$ cat config.mk
export PLATFORM = sky130hd
export DESIGN_NAME = count_capture_fifo
export DESIGN_NICKNAME = d
export VERILOG_FILES = /design/src/rtl/count_capture_pkg.sv /design/src/rtl/count_capture_fifo_mem.sv /design/src/rtl/count_capture_fifo.sv
export SDC_FILE = /design/constraint.sdc
export NUM_CORES = 1
export LEC_CHECK = 0
export ABC_AREA = 1
export BUFFER_PORTS_ARGS = -buffer_cell sky130_fd_sc_hd__buf_2
export CAP_MARGIN = 10
export CORE_ASPECT_RATIO = 1.25
export CORE_MARGIN = 2
export CORE_UTILIZATION = 54
export CTS_CLUSTER_DIAMETER = 120
export DETAILED_ROUTE_END_ITERATION = 10
export PLACE_DENSITY = 0.88
export REMOVE_ABC_BUFFERS = 1
export SYNTH_ARGS = -nofsm -noshare
export SYNTH_HDL_FRONTEND = slang
export SYNTH_SLANG_ARGS = --single-unit
$ cat constraint.sdc
create_clock -name clk -period 3 [get_ports clk]
set_clock_uncertainty 0.15 [all_clocks]
set_input_delay 0.6 -clock clk [delete_from_list [all_inputs] [get_ports clk]]
set_output_delay 0.6 -clock clk [all_outputs]
set_load 0.02 [all_outputs]
$ cat src/rtl/count_capture_pkg.sv
// ----------------------------------------------------------------------------
// count_capture_pkg
// Purpose : Shared definitions for the counter capture FIFO.
//   CNT_WIDTH          width of the captured counter value
//   CAP_DEPTH_DEFAULT  default number of FIFO entries
//   cap_entry_t        one queued capture: {ovf, count}
//   clog2_depth()      address width for a given power-of-two depth
// ----------------------------------------------------------------------------
package count_capture_pkg;

    localparam int CNT_WIDTH         = 32;
    localparam int CAP_DEPTH_DEFAULT = 8;

    typedef struct packed {
        logic                 ovf;
        logic [CNT_WIDTH-1:0] count;
    } cap_entry_t;

    function automatic int clog2_depth(input int depth);
        int r;
        r = 0;
        while ((1 << r) < depth) begin
            r = r + 1;
        end
        return r;
    endfunction

endpackage

$ cat src/rtl/count_capture_fifo_mem.sv
// ----------------------------------------------------------------------------
// capture_fifo_mem
// Purpose : DEPTH x DW register array used as FIFO storage. One write port,
//           one asynchronous read port. Contents are not reset.
// Ports   :
//   clk    in   clock
//   we     in   write enable
//   waddr  in   write address
//   wdata  in   write data
//   raddr  in   read address
//   rdata  out  read data (combinational from raddr)
// ----------------------------------------------------------------------------
module capture_fifo_mem #(
    parameter int DEPTH = 8,
    parameter int AW    = 3,
    parameter int DW    = 33
) (
    input  logic          clk,
    input  logic          we,
    input  logic [AW-1:0] waddr,
    input  logic [DW-1:0] wdata,
    input  logic [AW-1:0] raddr,
    output logic [DW-1:0] rdata
);

    logic [DW-1:0] mem_q [DEPTH];

    genvar gi;
    generate
        for (gi = 0; gi < DEPTH; gi++) begin : g_entry
            always_ff @(posedge clk) begin
                if (we && (waddr == AW'(gi))) begin
                    mem_q[gi] <= wdata;
                end
            end
        end
    endgenerate

    assign rdata = mem_q[raddr];

endmodule

$ cat src/rtl/count_capture_fifo.sv
// ----------------------------------------------------------------------------
// count_capture_fifo
// Purpose : Captures {overflow, count} on each rising edge of capture_trig and
//           queues it in a first-word-fall-through FIFO read via valid/ready.
//           Captures arriving while full (and not being popped) are dropped.
// Config  : COUNT_CAPTURE_DROP_CNT_EN - when defined, drop_cnt counts dropped
//           captures (saturating); otherwise drop_cnt is tied to 0.
// Ports   :
//   clk           in   clock (rising edge)
//   rst_n         in   asynchronous active-low reset
//   count_in      in   counter value
//   overflow_in   in   counter overflow/underflow flag
//   capture_trig  in   capture request, acts on rising edge
//   m_valid       out  head entry available
//   m_ready       in   consumer accepts head entry
//   m_count       out  head entry count (0 when empty)
//   m_ovf         out  head entry overflow-seen flag (0 when empty)
//   level         out  FIFO occupancy
//   full          out  level == DEPTH
//   drop_cnt      out  saturating dropped-capture count
// ----------------------------------------------------------------------------
module count_capture_fifo
    import count_capture_pkg::*;
#(
    parameter int WIDTH  = CNT_WIDTH,
    parameter int DEPTH  = CAP_DEPTH_DEFAULT,
    parameter int DROP_W = 8
) (
    input  logic                     clk,
    input  logic                     rst_n,
    input  logic [WIDTH-1:0]         count_in,
    input  logic                     overflow_in,
    input  logic                     capture_trig,
    output logic                     m_valid,
    input  logic                     m_ready,
    output logic [WIDTH-1:0]         m_count,
    output logic                     m_ovf,
    output logic [$clog2(DEPTH):0]   level,
    output logic                     full,
    output logic [DROP_W-1:0]        drop_cnt
);

    localparam int AW = clog2_depth(DEPTH);
    localparam int LW = AW + 1;
    localparam logic [LW-1:0] DEPTH_L = LW'(DEPTH);

    logic          trig_q;
    logic          ovf_sticky_q, ovf_sticky_d;
    logic [AW-1:0] wr_ptr_q, wr_ptr_d;
    logic [AW-1:0] rd_ptr_q, rd_ptr_d;
    logic [LW-1:0] level_q, level_d;

    logic          cap;
    logic          push;
    logic          pop;
    logic          empty;

    cap_entry_t    wr_entry;
    cap_entry_t    rd_entry;
    logic [WIDTH:0] rd_data;

    assign cap   = capture_trig & ~trig_q;
    assign empty = (level_q == '0);
    assign full  = (level_q == DEPTH_L);
    assign pop   = ~empty & m_ready;
    // A full FIFO still accepts a capture when the head leaves on the same
    // edge; the write lands in the slot being vacated (wr_ptr == rd_ptr).
    assign push  = cap & (~full | pop);

    always_comb begin
        wr_entry       = '0;
        wr_entry.ovf   = ovf_sticky_q | overflow_in;
        wr_entry.count = count_in;
    end

    capture_fifo_mem #(
        .DEPTH (DEPTH),
        .AW    (AW),
        .DW    (WIDTH + 1)
    ) u_mem (
        .clk   (clk),
        .we    (push),
        .waddr (wr_ptr_q),
        .wdata (wr_entry),
        .raddr (rd_ptr_q),
        .rdata (rd_data)
    );

    assign rd_entry = rd_data;

    // Storage is never reset, so mask the head while empty.
    assign m_valid = ~empty;
    assign m_count = empty ? '0   : rd_entry.count;
    assign m_ovf   = empty ? 1'b0 : rd_entry.ovf;
    assign level   = level_q;

    always_comb begin
        wr_ptr_d     = wr_ptr_q;
        rd_ptr_d     = rd_ptr_q;
        level_d      = level_q;
        ovf_sticky_d = ovf_sticky_q | overflow_in;

        // An overflow in the capture cycle belongs to this capture, so the
        // sticky bit is cleared outright. A dropped capture keeps it.
        if (push) begin
            wr_ptr_d     = wr_ptr_q + AW'(1);
            ovf_sticky_d = 1'b0;
        end
        if (pop) begin
            rd_ptr_d = rd_ptr_q + AW'(1);
        end
        case ({push, pop})
            2'b10:   level_d = level_q + LW'(1);
            2'b01:   level_d = level_q - LW'(1);
            default: level_d = level_q;
        endcase
    end

    always_ff @(posedge clk or negedge rst_n) begin
        if (!rst_n) begin
            trig_q       <= 1'b0;
            ovf_sticky_q <= 1'b0;
            wr_ptr_q     <= '0;
            rd_ptr_q     <= '0;
            level_q      <= '0;
        end else begin
            trig_q       <= capture_trig;
            ovf_sticky_q <= ovf_sticky_d;
            wr_ptr_q     <= wr_ptr_d;
            rd_ptr_q     <= rd_ptr_d;
            level_q      <= level_d;
        end
    end

`ifdef COUNT_CAPTURE_DROP_CNT_EN
    logic              drop;
    logic [DROP_W-1:0] drop_cnt_q;

    assign drop = cap & full & ~pop;

    always_ff @(posedge clk or negedge rst_n) begin
        if (!rst_n) begin
            drop_cnt_q <= '0;
        end else if (drop && (drop_cnt_q != '1)) begin
            drop_cnt_q <= drop_cnt_q + DROP_W'(1);
        end
    end

    assign drop_cnt = drop_cnt_q;
`else
    assign drop_cnt = '0;
`endif

endmodule
Yosys cells after proc, flatten, opt, wreduce, memory -nomap -nowiden
Memory sizes are Yosys's and may differ from the RTL's. Cells that the tools add are included.

Flip-flop bits (word level): 12. Input bits: 37. Memory bits (writable): 264. Memories: 1. Output and inout port bits: 47.

Memories: u_mem.mem_q (words 8, width 33, read ports 1, clocked after Yosys merged registers in 0, write ports 1, line count_capture_fifo_mem.sv:26) `logic [DW-1:0] mem_q [DEPTH];`.

Muxes and demuxes: 41. Equality and inequality tests: 10. Reductions and logical operators: 18. Bitwise gates (word level): 8. $add $sub $neg: 4.

Operator list (count): $mux W33 (7); $reduce_or A33 Y1 (7); $mux W32 (1); $mux W1 (25); $mux W3 (7); $eq A3 B3 Y1 const B (4); $logic_and A1 B1 Y1 (8); $pmux W4 S2 (1); $add A3 B1 Y3 const B (2); $eq A3 B2 Y1 const B (2); $add A4 B1 Y4 const B (1); $eq A4 B4 Y1 const B (1); $logic_not A4 Y1 (1); $sub A4 B1 Y4 const B (1); $and A1 B1 Y1 (3); $eq A3 B1 Y1 const B (1); $logic_not A3 Y1 (1); $not A1 Y1 (3); $eq A2 B1 Y1 const B (1); $eq A2 B2 Y1 const B (1); $or A1 B1 Y1 (2); $reduce_bool A2 Y1 (1).

Longest topological paths before layout
Depth in word-level cells: 16. Depth in mapped cells: 13. Depth with buffers taken out: 13.

By module
A second synthesis with hierarchy kept.

Cell total of the unflattened synthesis: 1313. Area total of the unflattened synthesis: 12613.3 µm².

Modules (own cells, without submodules): capture_fifo_mem (cells each 1159, seq. area each 7927.6 µm², times used 1, area an instance 11566.1 µm²); count_capture_fifo (cells each 154, seq. area each 300.3 µm², times used 1, area an instance 1047.3 µm²).

Worst setup path before layout
No wires, ideal clock.

Kind: register to register. From: register level_q[3] (netlist: level[3]). To: memory u_mem.mem_q[0][0] (enable). Clock period less this slack: 3.099 ns. Path slack: -0.099 ns. Buffers on the path: 1. Arrival: 2.526 ns. Required time: 2.427 ns. Stages on the path, launching flop included: 8. Path through: dfrtp_1 nor2_1 nand2_2 nand2_2 nand2_1 nand2_2 buf_6 nor2_1.

Cells in the longest elaborated chain, start to end: 16. Elaborated cells between the ends (all ways): 52. Those cells by class: eq/ne (1); mux (30); bitwise (5); reduce/logical (16).

RTL lines: start: declaration (line count_capture_fifo.sv:51) `logic [LW-1:0] level_q, level_d;`; start signal: assignment (line count_capture_fifo.sv:131) `level_q <= level_d;`; $logic_not A4 Y1 (line count_capture_fifo.sv:63) `assign empty = (level_q == '0);`; $not A1 Y1 (line count_capture_fifo.sv:65) `assign pop = ~empty & m_ready;`; $and A1 B1 Y1 (line count_capture_fifo.sv:65); $or A1 B1 Y1 * (line count_capture_fifo.sv:68) `assign push = cap & (~full | pop);`; $and A1 B1 Y1 * (line count_capture_fifo.sv:68); $logic_and A1 B1 Y1 (line count_capture_fifo_mem.sv:32) `if (we && (waddr == AW'(gi))) begin`; $mux W1 (line count_capture_fifo_mem.sv:32); $mux W1 (not written as such) (line count_capture_fifo_mem.sv:33) `mem_q[gi] <= wdata;`; $reduce_or A33 Y1 (no source line); $mux W3 (no source line) or $mux W1 (tied branches) (7 in series); end: declaration (line count_capture_fifo_mem.sv:26).

Mark *: on every way between the ends. The rest lies on a longest branch, timed or not.

Worst setup path in the final report
From: register rd_ptr_q[0]. To: output m_count[27].

Cells in the longest elaborated chain, start to end: 2.

RTL lines: start: declaration (line count_capture_fifo.sv:50) `logic [AW-1:0] rd_ptr_q, rd_ptr_d;`; start signal: assignment (line count_capture_fifo.sv:130) `rd_ptr_q <= rd_ptr_d;`; $mem_v2 Z8 W33; $mux W32 (line count_capture_fifo.sv:93) `assign m_count = empty ? '0 : rd_entry.count;`; end: declaration (line count_capture_fifo.sv:36) `output logic [WIDTH-1:0] m_count,`.

Every way passes these cells.

==> reports/summary.txt <==
Hold/Removal Path Class -> in2reg
Asr flop ratio synth -> 4.35%
Layout Nets -> 1048
GPL Wtd Cong -> 0.751
Area of the multi-input gates -> 2630 um2
Final Hold Fails -> 0
Critical path's top delay family -> buffers and inverters
Area grow syn2layout -> 15.0%
Fin crit period -> 2.95 ns
Register bit count reported by yosys -> 276
Most frequent cells in the layout -> nor2_1, edfxtp_1, o21ai_1
Clk network pwr share -> 23.4%
Drt first pass iters -> 7
Die area -> 22000 um2
Worst reg-to-reg path cell count -> 7
Critical path, cell by cell -> buf_4, buf_6, o21ai_0, o21ai_1, nor2_1, nor2_1, buf_2
Grt met3 use -> 3.57%
Hold depth -> 1
Worst relative slew slack -> 58.7%
Cells after synthesis -> 917
Io pins -> 84
CTS tree -> built
Combinational power share -> 39.6%
Worst R2R Start -> level[0]
Grt ovf -> 0
CTS root buffer -> clkbuf_16
Final Util -> 62.7%
Met1 Track Usage GR -> 26.9%
Worst-skew pair later-pin latency -> 0.52 ns
Crit path buffers/inverters -> 3
P_int -> 0.00796 W
Worst path max stage delay -> 0.54 ns
Ranking of synthesized cells by area -> edfxtp_1, nor2_1, o21ai_1
Grt met2 use -> 42.1%
Worst Max-Slew Pin Slew -> 0.617 ns
Die Ht -> 165 um
Worst Path Max Fanout -> 16
Critical path required time -> 2.25 ns
Post-route cell area -> 12900 um2
Sequential area share after synthesis -> 73.2%
CTS Buf Count -> 25
Vias per inst -> 5.78
Synth Flop Type -> edfxtp_1
YS warnings -> 0
Sw Share -> 38.4%
Fill cells -> 1379
CP Launch Type -> flip-flop
Biggest area consumer among synthesized cells -> edfxtp_1
CP Data Arrival Time -> 2.20 ns
Port buffer count -> 75
Routed vias -> 7486
Residual DRC -> 0
PwrDens -> 1000 nW/um2
Max Slew Vio Count -> 0
Core area -> 20600 um2
Post-synthesis cell area -> 11200 um2
Vias in the first global route -> 7471
Gr busiest metal -> met2
CP Capture Type -> output port
DR iter-0 viols -> 947
Final period util -> 98.3%
Sequential power share -> 36.9%
Wire length per cell -> 20.2 um
Layout cells sized above 1 -> 15.9%
Fmax achieved -> 0.339 GHz
Gr usage total -> 22.9%
Outcome -> completed
Die X -> 133 um
First-pass GRT wire length -> 38700 um
EDFF count, synth -> 264
Most used cell, CP -> nor2_1
FF-to-FF End -> u_mem.mem_q[0][1]
Hold wc startpoint -> capture_trig
CP max stage cell -> dfrtp_4
DP HPWL -> 13800 um
Synth cell types -> 28
Count of final setup violators -> 0
P_sw -> 0.00496 W
Worst hold margin -> 0.0530 ns
Most common cell after layout, fill and taps aside -> nor2_1
Top cell type's share of synthesized area -> 70.6%
Clock Sinks -> 276
Clock slew at reported path FFs -> 0.06 ns
Critical path type -> reg2out
Antenna violations before repair -> 0
Clock Path Buffers -> 3
VDD IR-drop max -> 0.552 mV
Max cap viols -> 0
Std-Cell Rows -> 59
Largest net degree at the start of global routing -> 68
Antenna-violating nets left -> 0
WL final -> 26200 um
Register area -> 8240 um2
H-Tree Depth -> 1
Post-placement cell area -> 12000 um2
Avg Inst Size Synth -> 12.3 um2
Initial Util -> 54.6%
Hold path endpoint -> trig_q
Register-to-register setup slack -> 0.71 ns
LEAKAGE -> 4.53 nW
RSZ-0062 raised after global routing -> true
==> worst max path at each step <==
stage | from | end | slack [ns] | depth (start not counted)
after floorplan | rd_ptr_q[0] | m_count[31] | -1.39 | 5
after global placement | rd_ptr_q[0] | m_count[27] | 0.51 | 8
after detailed placement | rd_ptr_q[0] | m_count[27] | 0.48 | 8
after CTS | rd_ptr_q[0] | m_count[12] | 0.02 | 7
after global routing | rd_ptr_q[0] | m_count[19] | -0.02 | 9
final | rd_ptr_q[0] | m_count[27] | 0.05 | 7
==> cell type report <==
class                           instances  share of cell area [%]
Inverter                               18                   0.620
Antenna cell                            3                  0.0581
Multi-Input combinational cell        567                    20.4
Clock buffer                           35                    5.44
Sequential cell                       276                    63.7
Timing Repair Buffer                  112                    6.51
Timing Repair inverter                  1                  0.0678
Clock inverter                         10                   0.562
Tap cell                              274                    2.65
==> routing by layer <==
metal / vias to the layer above / wire length (um)
met1: 3601 / 9640
met5: - / 0
met3: 58 / 2170
met2: 442 / 13600
met4: 0 / 738
li1: 3385 / -
==> registers in the layout, summed over array words and instances (netlist names) <==
signal / cells
trig_q: 1
wr_ptr_q: 3
rd_ptr_q: 3
u_mem.mem_q: 264
level: 4
ovf_sticky_q: 1
==> power groups by stage <==
| stage | Clock [W] | Sequential, W | Combinational, W |
|---|---|---|---|
| final | 0.00303 | 0.00478 | 0.00512 |
| after CTS | 0.00305 | 0.00477 | 0.00491 |
| after floorplan | 0 | 0.00511 | 0.00277 |
| after detailed placement | 0 | 0.00487 | 0.00468 |
| after global routing | 0.00321 | 0.00479 | 0.00560 |
| after global placement | 0 | 0.00485 | 0.00449 |
==> cell families after synthesis <==
logic type | Yosys count | synth area share (%)
XOR/XNOR | 5 | 0.390
AO/OA/AOI/OAI | 238 | 10.7
flip-flops | 276 | 73.2
adder cells (fa/ha/maj) | 10 | 1.18
AND/OR/NAND/NOR | 306 | 10.4
buffers and inverters | 81 | 4.13
other | 1 | 0.0334
==> through the flow <==
| stage | worst slack (ns) | std cells | TNS (ns) | power [W] |
|---|---|---|---|---|
| final | 0.0510 | 1296 | 0 | 0.0129 |
| after floorplan | -1.39 | 861 | -144.29 | 0.00788 |
| after global placement | 0.512 | 1239 | 0 | 0.00934 |
| after global routing | -0.0184 | 1293 | -0.0455 | 0.0136 |
| after detailed placement | 0.482 | 1239 | 0 | 0.00955 |
| after CTS | 0.0165 | 1287 | 0 | 0.0127 |
==> synthesized netlist by cell type (4+ instances only) <==
master and instances:
buf_2 17, buf_4 10, buf_6 11, clkbuf_1 19, dfrtp_1 12, edfxtp_1 264
ha_1 9, inv_1 17, nand2_1 21, nor2_1 277, o21ai_0 109, o21ai_1 124
xor2_1 4
==> timing repair <==
action                                  4_1_cts  5_1_grt
gates resized for setup                       3        5
hold endpoints to repair                     12        0
endpoints found under the setup margin       12       20
hold buffers                                  1        0
setup buffers                                 1        3
pin swaps                                     0        1
cloned                                        1        3
Note: power is estimated with default switching activity, not from simulation.
